[src/rtl/cci_mpf_prim_filter_cam_alloc.sv]
// Filter CAM that owns its own slot allocation: lowest-free-slot insert, indexed remove,
// and multi-client "value not present" tests at a latency of 0, 1 or 2 cycles.
module cci_mpf_prim_filter_cam_alloc #(
  parameter int N_ENTRIES             = 16,
  parameter int VALUE_BITS            = 4,
  parameter int N_TEST_CLIENTS        = 1,
  parameter int TEST_LATENCY          = 1,
  parameter int BYPASS_INSERT_TO_TEST = 0,
  localparam int IDX_W = $clog2(N_ENTRIES),
  localparam int CNT_W = $clog2(N_ENTRIES + 1)
) (
  input  logic                                       clk,
  input  logic                                       reset,
  input  logic [N_TEST_CLIENTS-1:0][VALUE_BITS-1:0]  test_value_i,
  input  logic [N_TEST_CLIENTS-1:0]                  test_en_i,
  output logic [N_TEST_CLIENTS-1:0]                  test_notPresent_o,
  input  logic [VALUE_BITS-1:0]                      insert_value_i,
  input  logic                                       insert_en_i,
  output logic                                       insert_rdy_o,
  output logic [IDX_W-1:0]                           insert_idx_o,
  input  logic [IDX_W-1:0]                           remove_idx_i,
  input  logic                                       remove_en_i,
  output logic [CNT_W-1:0]                           n_valid_o,
  output logic                                       full_o,
  output logic                                       empty_o
);

  localparam logic [CNT_W-1:0] FULL_CNT = CNT_W'(N_ENTRIES);

  logic [N_ENTRIES-1:0]  alloc_q, alloc_d, valid_q, valid_d;
  logic [VALUE_BITS-1:0] values_q [N_ENTRIES];
  logic                  stg_en_q;
  logic [IDX_W-1:0]      stg_idx_q;
  logic [VALUE_BITS-1:0] stg_val_q;
  logic [CNT_W-1:0]      n_valid_q, n_valid_d;

  logic [IDX_W-1:0]      free_idx;
  logic                  ins_acc, rem_eff;
  logic [N_ENTRIES-1:0]  ins_vec, rem_vec, wr_vec;

  always_comb begin
    free_idx = '0;
    for (int b = N_ENTRIES - 1; b >= 0; b--) begin
      if (!alloc_q[b]) free_idx = IDX_W'(b);
    end
  end

  // Status is forced to the post-reset view while reset is held so callers never see stale fullness.
  assign full_o       = !reset && (n_valid_q == FULL_CNT);
  assign empty_o      = reset || (n_valid_q == '0);
  assign insert_rdy_o = !reset && (n_valid_q != FULL_CNT);
  assign insert_idx_o = free_idx;
  assign n_valid_o    = n_valid_q;
  assign ins_acc      = insert_en_i && insert_rdy_o;

  always_comb begin
    ins_vec = '0;
    rem_vec = '0;
    wr_vec  = '0;
    for (int b = 0; b < N_ENTRIES; b++) begin
      ins_vec[b] = ins_acc && (free_idx == IDX_W'(b));
      rem_vec[b] = remove_en_i && (remove_idx_i == IDX_W'(b)) && alloc_q[b];
      // A remove of the slot being written this cycle wins, leaving it invalid.
      wr_vec[b]  = stg_en_q && (stg_idx_q == IDX_W'(b)) && !rem_vec[b];
    end
  end

  assign rem_eff = |rem_vec;
  assign alloc_d = (alloc_q | ins_vec) & ~rem_vec;
  assign valid_d = (valid_q | wr_vec) & ~rem_vec;

  always_comb begin
    n_valid_d = n_valid_q;
    if (ins_acc && !rem_eff)      n_valid_d = n_valid_q + 1'b1;
    else if (!ins_acc && rem_eff) n_valid_d = n_valid_q - 1'b1;
  end

  always_ff @(posedge clk) begin
    if (reset) begin
      alloc_q   <= '0;
      valid_q   <= '0;
      stg_en_q  <= 1'b0;
      n_valid_q <= '0;
    end else begin
      alloc_q   <= alloc_d;
      valid_q   <= valid_d;
      stg_en_q  <= ins_acc;
      n_valid_q <= n_valid_d;
    end
  end

  always_ff @(posedge clk) begin
    if (ins_acc) begin
      stg_idx_q <= free_idx;
      stg_val_q <= insert_value_i;
    end
    for (int b = 0; b < N_ENTRIES; b++) begin
      if (wr_vec[b]) values_q[b] <= stg_val_q;
    end
  end

  logic [N_TEST_CLIENTS-1:0][N_ENTRIES-1:0] slot_hit;
  logic [N_TEST_CLIENTS-1:0]                fly_hit;
  logic [N_TEST_CLIENTS-1:0]                np_comb;

  always_comb begin
    slot_hit = '0;
    fly_hit  = '0;
    np_comb  = '1;
    for (int c = 0; c < N_TEST_CLIENTS; c++) begin
      for (int b = 0; b < N_ENTRIES; b++) begin
        slot_hit[c][b] = valid_q[b] && (values_q[b] == test_value_i[c]);
      end
      fly_hit[c] = (stg_en_q && (stg_val_q == test_value_i[c])) ||
                   ((BYPASS_INSERT_TO_TEST != 0) && ins_acc && (insert_value_i == test_value_i[c]));
      np_comb[c] = !(test_en_i[c] && ((|slot_hit[c]) || fly_hit[c]));
    end
  end

  generate
    if (TEST_LATENCY == 0) begin : g_lat0
      assign test_notPresent_o = np_comb;
    end else if (TEST_LATENCY == 1) begin : g_lat1
      logic [N_TEST_CLIENTS-1:0] np_q;
      always_ff @(posedge clk) begin
        if (reset) np_q <= '1;
        else       np_q <= np_comb;
      end
      assign test_notPresent_o = np_q;
    end else begin : g_lat2
      logic [N_TEST_CLIENTS-1:0][N_ENTRIES-1:0] s1_hit_q;
      logic [N_TEST_CLIENTS-1:0]                s1_fly_q, s1_en_q, s2_np_d, np_q;
      always_comb begin
        s2_np_d = '1;
        for (int c = 0; c < N_TEST_CLIENTS; c++) begin
          s2_np_d[c] = !(s1_en_q[c] && ((|s1_hit_q[c]) || s1_fly_q[c]));
        end
      end
      always_ff @(posedge clk) begin
        if (reset) begin
          s1_hit_q <= '0;
          s1_fly_q <= '0;
          s1_en_q  <= '0;
          np_q     <= '1;
        end else begin
          s1_hit_q <= slot_hit;
          s1_fly_q <= fly_hit;
          s1_en_q  <= test_en_i;
          np_q     <= s2_np_d;
        end
      end
      assign test_notPresent_o = np_q;
    end
  endgenerate

endmodule

[config.mk]
export PLATFORM = sky130hd
export DESIGN_NAME = cci_mpf_prim_filter_cam_alloc
export DESIGN_NICKNAME = d
export VERILOG_FILES = /design/src/rtl/cci_mpf_prim_filter_cam_alloc.sv
export SDC_FILE = /design/constraint.sdc
export NUM_CORES = 1
export LEC_CHECK = 0
export ABC_CLOCK_PERIOD_IN_PS = 3600
export BUFFER_PORTS_ARGS = -buffer_cell sky130_fd_sc_hd__buf_2
export CAP_MARGIN = 15
export CORE_MARGIN = 4
export CORE_UTILIZATION = 25
export CTS_CLUSTER_SIZE = 20
export DETAILED_ROUTE_END_ITERATION = 7
export SYNTH_ARGS = -nofsm -noshare
export SYNTH_HDL_FRONTEND = slang
export SYNTH_SLANG_ARGS = --single-unit
[constraint.sdc]
create_clock -name clk -period 3.6 [get_ports clk]
set_input_delay 0 -clock clk [delete_from_list [all_inputs] [get_ports clk]]
set_output_delay 0 -clock clk [all_outputs]
set_load 0.01 [all_outputs]
* Word level (Yosys, flattened, before mapping) *
Memory sizes are Yosys's and may differ from the RTL's.
Index checks and enable logic that the tools add are counted.

storage, ports and cells
  bits of input ports = 17
  memories kept = 1
  register bits after elaboration = 47
  memory bits (writable) = 64
  word-level logic and storage cells = 321

memories
  memory    depth  bits a word  read ports  clocked after Yosys merged registers in  wr ports  RTL line  RTL
  values_q  16     4            16          0                                        1         31        logic [VALUE_BITS-1:0] values_q [N_ENTRIES];

operators by class
  eq/ne operators = 64
  add/subtract/negate cells = 2
  reductions and logical operators = 147
  muxes and demuxes = 95
  bitwise logic cells = 5

operators by type and width
  cell                 count
  $mux 4               46
  $logic_and 1x1->1    103
  $eq 4x4->1 const B   24
  $eq 4x4->1           17
  $reduce_or 4->1      15
  $eq 4x3->1 const B   12
  $mux 1               47
  $and 16x16->16       2
  $or 16x16->16        2
  $reduce_or 16->1     2
  $eq 4x2->1 const B   6
  $logic_not 1->1      20
  $not 16->16          1
  $eq 4x1->1 const B   3
  $logic_not 4->1      3
  $mux 5               2
  $add 5x1->5 const B  1
  $eq 5x5->1 const B   1
  $logic_not 5->1      1
  $ne 5x5->1 const B   1
  $sub 5x1->5 const B  1
  $logic_or 1x1->1     2
  $reduce_bool 2->1    1

* Depth between registers and ports, before layout *
Gate-level depths: netlist (run 1).

  depth in word-level cells = 23
  depth in mapped cells = 14

* Worst setup path before layout (run 1) *
OpenSTA, ideal clock, no wires.

  path kind = reg-to-reg
  from = register n_valid_q[0] (netlist: n_valid_o[0])
  to = register n_valid_q[4] (netlist: n_valid_o[4])
  stages on the path, launching flop included = 12
  arrival time = 2.710 ns
  setup time = 0.128 ns
  period minus slack after synthesis = 2.838 ns
  slack = 0.762 ns
  data required time = 3.472 ns
  cells stage by stage = dfxtp_1 nor4_4 a211oi_4 ha_1 inv_1 ha_1 nor2b_1 o21a_1 or3_1 a21oi_1 xnor2_1 nor2_1

on the way
  cells in the longest elaborated chain, start to end = 6
  elaborated cells between the ends (all ways) = 11
  classes of those cells = 2 x add/sub; 1 x eq/ne; 2 x mux; 6 x reduce/logical

ends and longest elaborated chain
  element                             RTL line  RTL
  start: declaration                  35        logic [CNT_W-1:0] n_valid_q, n_valid_d;
  start signal: assignment            88        n_valid_q <= n_valid_d;
  $ne 5x5->1 (*)                      51        assign insert_rdy_o = !reset && (n_valid_q != FULL_CNT);
  $logic_and 1x1->1 (*)               51
  $logic_and 1x1->1 (*)               54        assign ins_acc = insert_en_i && insert_rdy_o;
  named net ins_acc                   38        logic ins_acc, rem_eff;
  $logic_not 1->1                     75        else if (!ins_acc && rem_eff) n_valid_d = n_valid_q - 1'b1;
  $logic_and 1x1->1                   75
  $reduce_bool 2->1 (no source line)  --

Mark *: on every way through the listed nets, which the timed path passes. The rest lies on a longest branch. The select of a mux whose other input is x is not followed.
A chain may end at the register's enable or synchronous reset.

* Final worst setup path (run 1) *
Ends and elaborated chain as after synthesis.

==> results of run 1 <==
[layout by cell type, fill, tap and decap left out, types with 10 or more instances in the layout]
| cell type | instances |
|---|---|
| xnor2_1 | 18 |
| nor3_1 | 40 |
| xor2_1 | 53 |
| a31oi_1 | 10 |
| edfxtp_1 | 72 |
| a21oi_1 | 24 |
| dfxtp_1 | 39 |
| nor4_1 | 12 |
| buf_2 | 29 |
| nand3_1 | 12 |
| and3_1 | 18 |
| nand2_1 | 26 |
| nor2_1 | 32 |
[where the power goes]
group / leakage, nW / total (mW) / switching [mW] / internal (mW)
clock: 0.146 / 1.01 / 0.462 / 0.551
combinational: 0.910 / 0.218 / 0.130 / 0.0880
sequential: 0.968 / 1.41 / 0.0366 / 1.38
total: 2.02 / 2.64 / 0.629 / 2.02
[layer usage]
metal,vias up,GRT usage (%),routed length (um)
li1,1679,-,-
met1,1766,15.1,5670
met2,79,20.0,6340
met3,11,2.15,500
met4,0,3.04,135
met5,-,0,0
[worst min path at each step]
stage / cells after the start / to / start / slack (ns)
6_report: 2 / stg_val_q[0] / reset / 0.07
5_1_grt: 2 / stg_idx_q[3] / reset / 0.08
4_1_cts: 2 / stg_val_q[0] / reset / 0.06
3_5_place_dp: 1 / stg_val_q[0] / insert_value_i[0] / 0.19
3_3_place_gp: 1 / stg_val_q[1] / insert_value_i[1] / 0.20
2_1_floorplan: 1 / test_notPresent_o / test_en_i / 0.09
[sequential cells by signal, indices dropped and copies added (netlist names)]
name,flops
stg_val_q,4
alloc_q,16
values_q,64
n_valid_o,5
stg_en_q,1
stg_idx_q,4
test_notPresent_o,1
valid_q,16
[layout make-up]
type	count	area (um2)
Clock inverter	6	75.1
Inverter	6	22.5
Timing Repair Buffer	38	228
Multi-Input combinational cell	312	2060
Sequential cell	111	2940
Clock buffer	10	229
Tap cell	270	338
Fill cell	2039	14300
[Yosys cell counts, types with 3 or more instances]
cell	count
a21oi_1	24
nand4_1	5
buf_4	4
nor4_1	12
buf_6	4
dfxtp_1	39
xor2_1	53
nor3b_1	3
nor2_1	32
a31oi_1	10
nor3_1	40
nor2b_1	8
o21a_1	5
nand2b_1	4
xnor2_1	18
nand3_1	12
nor3_2	6
nand2_1	26
edfxtp_1	72
inv_1	6
clkbuf_1	6
ha_1	4
o21ai_1	3
and3_1	18
[logic make-up after synthesis]
kind of cell	Yosys count	synth area share [%]
xor+xnor	71	12.1
flops	111	57.3
compound gates	57	7.60
simple gates	179	19.1
buf+inv	22	2.49
fa+ha+maj	5	1.36
[stage by stage]
| step | power [mW] | hold WS (ns) |
|---|---|---|
| floorplan | 1.59 | 0.0912 |
| global placement | 1.65 | 0.200 |
| detailed placement | 1.66 | 0.192 |
| CTS | 2.68 | 0.0593 |
| global route | 2.76 | 0.0797 |
| finish | 2.64 | 0.0676 |
==> run_results.csv, run 1 <==
group,metric,value,unit
status,status,"completed",
timing,drv_slew,0,
critical_path,worstPathMaxFanout,15,
die,row_count,52,
critical_path,worstSetupPathType,"flop to flop",
cts,post_cts_buffers,0,
final_layout,area_delta_synth_final,14.9,%
synthesis,yosys_warnings,0,
synthesis,syn_area,5130,um2
flow_run,drv_cap,0,
die,die_w,151,um
synthesis,synth_top_area_share,42.1,%
global_routing,grt-ovfl-total,0,
timing,clock-skew-final,0.00800,ns
critical_path,cpMostUsedCell,"ha_1",
cts,cts_sinks,111,
place,routabilityCongestion,0.919,
place,placed_cells,731,
place,place_ws,0.441,ns
critical_path,start_kind,"flop",
critical_path,regToRegSetupSlack,0.44,ns
timing,hold_viol,0,
route,wirelength,12600,um
timing,rsz0062_at_grt,"false",
die,coreArea,20200,um2
critical_path,cp.arrival,3.38,ns
synthesis,synthTopCellsByArea,"edfxtp_1 42%, dfxtp_1 15%, xor2_1 9.0%",
critical_path,required,3.82,ns
cts,clk_latency,0.35,ns
final_layout,nets,500,
die,dieArea,22900,um2
final_layout,antenna_cells,0,
route,firstDrtPassIters,4,
cts,ctsResizeCount,0,
power,power_leakage,2.02,nW
synthesis,syn-instance-count,445,
die,start_util,25.4,%
power,peakVddDrop,245,uV
critical_path,reg2reg_depth,11,
cts,cts_hold_buf,6,
critical_path,r2r-start,"n_valid_o[0]",
critical_path,crit_end,"n_valid_o[4]",
route,drc,0,
timing,period_share,87.8,%
global_routing,grt_pass1_wl,20500,um
synthesis,async_flop_share,0,%
synthesis,synth-seq-cells,111,
critical_path,critical_path.max_stage_delay,0.69,ns
critical_path,crit_chain,"nor4_4, a211oi_4, ha_1, inv_1, ha_1, nor2b_1, o21a_1, or3_1, a21oi_1, xnor2_1, nor2_1",
global_routing,grt_max_degree,39,
synthesis,synth_top_cell_by_area,"edfxtp_1",
place,port_buffers,29,
critical_path,critical_path.reg2reg.endpoint,"n_valid_o[4]",
place,hpwl,9080,um
critical_path,crit_buf_inv,1,
power,pwr_density_cell,448,nW/um2
timing,tns,0,ns
route,ant_nets,0,
synthesis,mappedNetlistNets,467,
critical_path,crit_path_end_kind,"flop",
route,drtIter0Drc,224,
global_routing,grt_usage,11.7,%
cts,cts-root-buf,"clkbuf_16",
route,vias,3535,
route,vias_per_cell,4.69,
timing,fin_ws,0.438,ns
die,die_y,151,um
global_routing,grt_pass1_vias,3715,
timing,fin_crit,3.16,ns
critical_path,cpLargestDelayFamily,"compound AO/OA/AOI/OAI gates",
synthesis,synth_edf_count,72,
critical_path,critical_path.startpoint,"n_valid_o[0]",
synthesis,yosysUniqueCellTypes,49,
synthesis,ys.flop_type,"edfxtp_1",
cts,cts_buffer_depth,2,
min_path,hp-class,"input pin to flop",
final_layout,fin_area,5900,um2
global_routing,grt_antenna_before_repair,0,
cts,clk_pin_slew,0.07,ns
final_layout,final_cells,753,
cts,h-tree-depth,3,
final_layout,drive_gt1_share,13.7,%
critical_path,cp.depth,11,
timing,tightest_slew,0.956,ns
timing,setup-violations-final,0,
place,placed_area,5530,um2
die,num_io_pins,30,
route,wl_per_cell,16.8,um
timing,max_freq,316,MHz
critical_path,crit_slowest_cell,"a211oi_4",
cts,cts_tree,"done",
timing,max_slew_margin,35.7,%
synthesis,seq_area_frac_synth,57.3,%
final_layout,fin_util,29.1,%
synthesis,synth_area_per_cell,11.5,um2
cts,numCtsBuffers,9,
No activity file was read; power rests on OpenSTA's default activity.
==> run 2, diff against run 1 <==
- ABC_AREA: unset -> 1
- CELL_PAD_IN_SITES_DETAIL_PLACEMENT: unset -> 2
- CELL_PAD_IN_SITES_GLOBAL_PLACEMENT: unset -> 2
- PLACE_DENSITY_LB_ADDON: unset -> 0.1
==> run 2 against run 1 <==
  * Power shrank 2.9%
  * Setup slack improved by 0.22 ns
  * Cell count increased by 13%
  * Final area is 1.8% higher
  * Sequential power is essentially flat
  * Critical path type unchanged
==> run_results.csv, run 2 <==
group,metric,value,unit
status,status,"completed",
synthesis,mappedNetlistNets,558,
final_layout,final_cell_mix,"73 x inv_1, 72 x edfxtp_1, 64 x nand2_1",
synthesis,syn-instance-count,536,
synthesis,synth_top_area_share,41.5,%
timing,setup-violations-final,0,
timing,drv_slew,0,
cts,post_cts_buffers,0,
timing,max_slew_margin,50.2,%
synthesis,synth_edf_count,72,
timing,fin_ws,0.659,ns
route,drtIter0Drc,159,
critical_path,crit_slowest_cell,"nor4_1",
final_layout,fin_util,29.5,%
route,wl_per_cell,19.2,um
route,drc,0,
synthesis,ys.flop_type,"edfxtp_1",
synthesis,yosys_warnings,0,
critical_path,crit_path_end_kind,"flop",
cts,cts_tree,"done",
route,ant_nets,0,
route,wirelength,16400,um
synthesis,yosysUniqueCellTypes,35,
synthesis,async_flop_share,0,%
cts,numCtsBuffers,9,
synthesis,synth_top_cell_by_area,"edfxtp_1",
place,routabilityCongestion,0.807,
critical_path,cp.arrival,3.18,ns
die,dieArea,23200,um2
timing,rsz0062_at_grt,"false",
route,vias_per_cell,4.53,
critical_path,start_kind,"flop",
critical_path,required,3.84,ns
final_layout,antenna_cells,0,
timing,period_share,81.7,%
final_layout,seqCellArea,2940,um2
die,coreArea,20400,um2
synthesis,syn_area,5200,um2
cts,clk_pin_slew,0.07,ns
place,place_ws,0.623,ns
final_layout,multi_input_comb_area,1900,um2
synthesis,seq_area_frac_synth,56.5,%
timing,tns,0,ns
timing,tightest_slew,0.747,ns
critical_path,worstPathMaxFanout,10,
critical_path,cpLargestDelayFamily,"simple AND/OR/NAND/NOR gates",
synthesis,synth-seq-cells,111,
critical_path,critical_path.max_stage_delay,0.38,ns
global_routing,grt_antenna_before_repair,0,
place,port_buffers,29,
final_layout,nets,598,
cts,cts_buffer_depth,2,
timing,clock-skew-final,0.00594,ns
cts,cts_sinks,111,
die,start_util,25.6,%
power,power_leakage,2.15,nW
critical_path,cpMostUsedCell,"nand2_1",
global_routing,grt_usage,14.5,%
power,pwr_density_cell,427,nW/um2
final_layout,drive_gt1_share,12.7,%
synthesis,yosysMostFrequentCell,"inv_1",
timing,max_freq,340,MHz
final_layout,final_common_cell,"inv_1",
final_layout,largest_reg_flops,64,
final_layout,final_cells,851,
place,placed_cells,828,
global_routing,grt_pass1_vias,4311,
timing,hold_viol,0,
final_layout,top_regs,"values_q: 64 flops, alloc_q: 16 flops, valid_q: 16 flops",
min_path,hp-class,"input pin to flop",
route,vias,3858,
final_layout,top_register,"values_q",
place,hpwl,12700,um
global_routing,grt_max_degree,23,
synthesis,synthTopCellsByArea,"edfxtp_1 42%, dfxtp_1 15%, xnor2_1 6.2%",
power,peakVddDrop,241,uV
die,die_w,152,um
cts,clk_latency,0.36,ns
critical_path,worstSetupPathType,"flop to flop",
die,row_count,52,
die,die_y,152,um
critical_path,crit_buf_inv,3,
flow_run,drv_cap,0,
synthesis,synth_area_per_cell,9.71,um2
final_layout,area_delta_synth_final,15.4,%
final_layout,fillers,2268,
global_routing,grt-ovfl-total,0,
cts,cts-root-buf,"clkbuf_16",
die,num_io_pins,30,
cts,h-tree-depth,3,
timing,fin_crit,2.94,ns
global_routing,grt_pass1_wl,25700,um
synthesis,ys_top_cells_by_count,"73 x inv_1, 72 x edfxtp_1, 64 x nand2_1",
route,firstDrtPassIters,4,
critical_path,crit_chain,"nor4_1, nand2_1, nand2_1, inv_1, nand2_4, inv_1, ha_1, inv_1, ha_1, nand2_1, nor2_1, a211oi_1, nand2_1, nand2_1, nor2_1, o21ai_0, a21oi_1",
==> run 2: cell types whose count changed in the layout (fill, tap and decap cells not counted), moves of 19 or more <==
| cell | delta |
|---|---|
| nor3_1 | -19 |
| nand2_1 | +38 |
| xor2_1 | -51 |
| inv_1 | +67 |
| xnor2_1 | +19 |
| nor2_1 | +28 |
==> run 2: cell families after synthesis <==
| family | Yosys count | synth area share (%) |
|---|---|---|
| compound gates | 80 | 9.16 |
| buf+inv | 91 | 6.95 |
| simple gates | 210 | 19.4 |
| xor+xnor | 39 | 6.56 |
| flops | 111 | 56.5 |
| fa+ha+maj | 5 | 1.35 |
==> run 2: tightest hold or removal path: cells and delay by family <==
kind                   cells  cell delay (ns)
and+or+nand+nor            2             0.17
buffers and inverters      2             0.17
AOI/OAI and AO/OA          1             0.09
==> run 2: stage by stage <==
step	total power, mW	cell area [um2]	hold WS, ns
CTS	2.62	6010	0.101
finish	2.57	6010	0.108
detailed placement	1.65	5660	0.192
global placement	1.64	5660	0.193
floorplan	1.56	5200	0.0846
global route	2.69	6010	0.167
==> run 2: final timing paths <==
path | endpoint | start | slack, ns | depth (start not counted)
worst max register to register | n_valid_o[4] | n_valid_o[1] | 0.66 | 17
worst min register to register | valid_q[12] | valid_q[12] | 0.49 | 2
worst min-delay path | alloc_q[0] | remove_idx_i[3] | 0.11 | 5
worst max-delay path | n_valid_o[4] | n_valid_o[1] | 0.66 | 17
==> run 2: metal layers <==
layer	vias up	track usage (%)	share of wire, %
met4	0	2.83	0.82
met2	24	25.6	51
met3	8	2.84	1.8
li1	1900	-	-
met1	1926	18.5	46
met5	-	0	0
==> run 2: cell type report <==
cell class	instances	area share (%)
Multi-Input combinational cell	334	31.6
Inverter	78	4.88
Clock buffer	10	3.81
Sequential cell	111	49.0
Timing Repair Buffer	42	4.33
Tap cell	270	5.63
Clock inverter	6	0.708
==> run 2: repair_timing <==
item / 4_1_cts / 5_1_grt
hold endpoints to repair: 7 / 0
resized for setup: 0 / 0
hold buffers: 7 / 0
==> run 2: power by group <==
group	internal (mW)	switching, mW
registers	1.37	0.0166
logic	0.0784	0.147
clock network	0.473	0.479
total	1.92	0.643
==> run 3, diff against run 2 <==
- ABC_CLOCK_PERIOD_IN_PS: 3600 -> 2880
- clock period: 3.6 -> 2.88 ns (I/O delays scaled with it)
==> run 3 against run 2 <==
  * Final area increased by 2.1%
  * Setup slack got worse by 0.39 ns
  * Global-route usage about the same
  * Die area unchanged
  * Sequential power increased by 24%
  * Non-clock buffer count increased by 13
  * Combinational power increased by 36%
  * Wire length increased by 1.2%
==> run_results.csv, run 3 (synthesis gave the netlist of run 2 again) <==
group,metric,value,unit
route,drc,0,
die,num_io_pins,30,
critical_path,cpMostUsedCell,"inv_1",
timing,tightest_slew,0.716,ns
cts,cts-root-buf,"clkbuf_16",
final_layout,multi_input_comb_area,1920,um2
final_layout,drive_gt1_share,15.5,%
timing,max_freq,383,MHz
route,vias_per_cell,4.58,
global_routing,grt_pass1_vias,4384,
cts,cts_sinks,111,
power,power_leakage,2.21,nW
place,placed_area,5760,um2
critical_path,critical_path.reg2reg.endpoint,"n_valid_o[3]",
cts,numCtsBuffers,9,
min_path,hold_depth,5,
cts,h-tree-depth,3,
min_path,hold_path.startpoint,"remove_idx_i[3]",
global_routing,grt-ovfl-total,0,
timing,max_slew_margin,52.2,%
place,place_ws,0.140,ns
timing,clock-skew-final,0.0120,ns
place,hpwl,12800,um
cts,post_cts_buffers,0,
die,die_w,152,um
route,drtIter0Drc,200,
final_layout,largest_reg_flops,64,
critical_path,crit_path_end_kind,"flop",
final_layout,antenna_cells,0,
final_layout,top_regs,"values_q: 64 flops, alloc_q: 16 flops, valid_q: 16 flops",
critical_path,critical_path.max_stage_delay,0.42,ns
timing,hold_viol,0,
final_layout,fin_area,6130,um2
critical_path,r2r-start,"alloc_q[1]",
critical_path,reg2reg_depth,15,
place,routabilityCongestion,0.796,
final_layout,top_register,"values_q",
route,firstDrtPassIters,4,
timing,drv_slew,0,
global_routing,grt_max_degree,23,
critical_path,regToRegSetupSlack,0.27,ns
cts,clk_latency,0.35,ns
route,ant_nets,0,
final_layout,final_cell_mix,"73 x inv_1, 72 x edfxtp_1, 64 x nand2_1",
critical_path,cp.arrival,2.86,ns
die,start_util,25.6,%
timing,setup-violations-final,0,
cts,cts_buffer_depth,2,
final_layout,final_common_cell,"inv_1",
route,wirelength,16600,um
final_layout,area_delta_synth_final,17.8,%
global_routing,grt_pass1_wl,25700,um
global_routing,grt_usage,14.5,%
timing,tns,0,ns
place,port_buffers,29,
cts,cts_tree,"done",
timing,period_share,90.8,%
final_layout,fillers,2305,
status,status,"completed",
timing,fin_crit,2.61,ns
final_layout,nets,611,
min_path,hp-class,"input pin to flop",
die,coreArea,20400,um2
final_layout,seqCellArea,2940,um2
die,dieArea,23200,um2
critical_path,crit_chain,"inv_1, nor3_1, nor4_1, nand3_1, nor3_2, ha_2, inv_1, ha_1, buf_4, nand2_1, nor2_1, a211oi_1, xnor2_1, o21ai_0, inv_1",
power,peakVddDrop,258,uV
flow_run,drv_cap,0,
min_path,hold_end,"alloc_q[0]",
die,die_y,152,um
critical_path,required,3.13,ns
timing,fin_ws,0.266,ns
timing,rsz0062_at_grt,"false",
die,row_count,52,
route,vias,3955,
global_routing,grt_antenna_before_repair,0,
cts,clk_pin_slew,0.08,ns
final_layout,fin_util,30.1,%
critical_path,worstSetupPathType,"flop to flop",
critical_path,crit_slowest_cell,"nor3_1",
route,wl_per_cell,19.2,um
critical_path,worstPathMaxFanout,3,
critical_path,start_kind,"flop",
power,pwr_density_cell,530,nW/um2
[run 3: metal layers]
layer | GRT usage, % | part of all wire (%) | wire [um] | up-vias
li1 | - | - | - | 1925
met1 | 18.4 | 46 | 7680 | 1988
met2 | 25.9 | 51 | 8440 | 27
met3 | 1.53 | 1.4 | 225 | 15
met4 | 4.15 | 1.4 | 229 | 0
met5 | 0 | 0 | 0 | -
[run 3: how the worst max path moves through the flow]
stage / end / slack [ns] / from / depth (start not counted)
floorplan: n_valid_o[4] / 0.28 / n_valid_o[1] / 17
global placement: n_valid_o[4] / 0.27 / alloc_q[3] / 16
detailed placement: n_valid_o[4] / 0.14 / n_valid_o[0] / 17
CTS: n_valid_o[4] / 0.12 / n_valid_o[0] / 17
global route: n_valid_o[3] / 0.007 / alloc_q[10] / 15
finish: n_valid_o[3] / 0.27 / alloc_q[1] / 15
[run 3: where the power goes]
part	internal, mW	switching [mW]
clock network	0.593	0.614
registers	1.72	0.0186
logic	0.112	0.192
total	2.42	0.825
[run 3: area by class of cell]
cell class	count	area share, %
clock inverters	6	0.735
well taps	270	5.51
inverters	78	4.78
repair buffers	55	5.84
flip-flops and latches	111	48.0
multi-input cells	334	31.4
clock buffers	10	3.74
[run 3: critical path, delay by kind of cell, from the launching register on]
family          cells  cell delay (ns)
fa+ha+maj           2             0.44
buf+inv             4             0.39
compound gates      2             0.39
simple gates        6             0.77
xor+xnor            1             0.09
flops               1             0.40
[run 3: stage by stage]
| stage | hold slack, ns | power [mW] | std cells |
|---|---|---|---|
| 2_1_floorplan | 0.0846 | 1.95 | 536 |
| 3_3_place_gp | 0.181 | 2.06 | 841 |
| 3_5_place_dp | 0.178 | 2.07 | 841 |
| 4_1_cts | 0.113 | 3.30 | 864 |
| 5_1_grt | 0.144 | 3.39 | 864 |
| 6_report | 0.127 | 3.25 | 864 |
[run 3: timing repair]
item	in CTS	in global routing
gates resized for setup	0	5
hold endpoints to repair	7	0
endpoints found under the setup margin	0	2
hold buffers	7	0
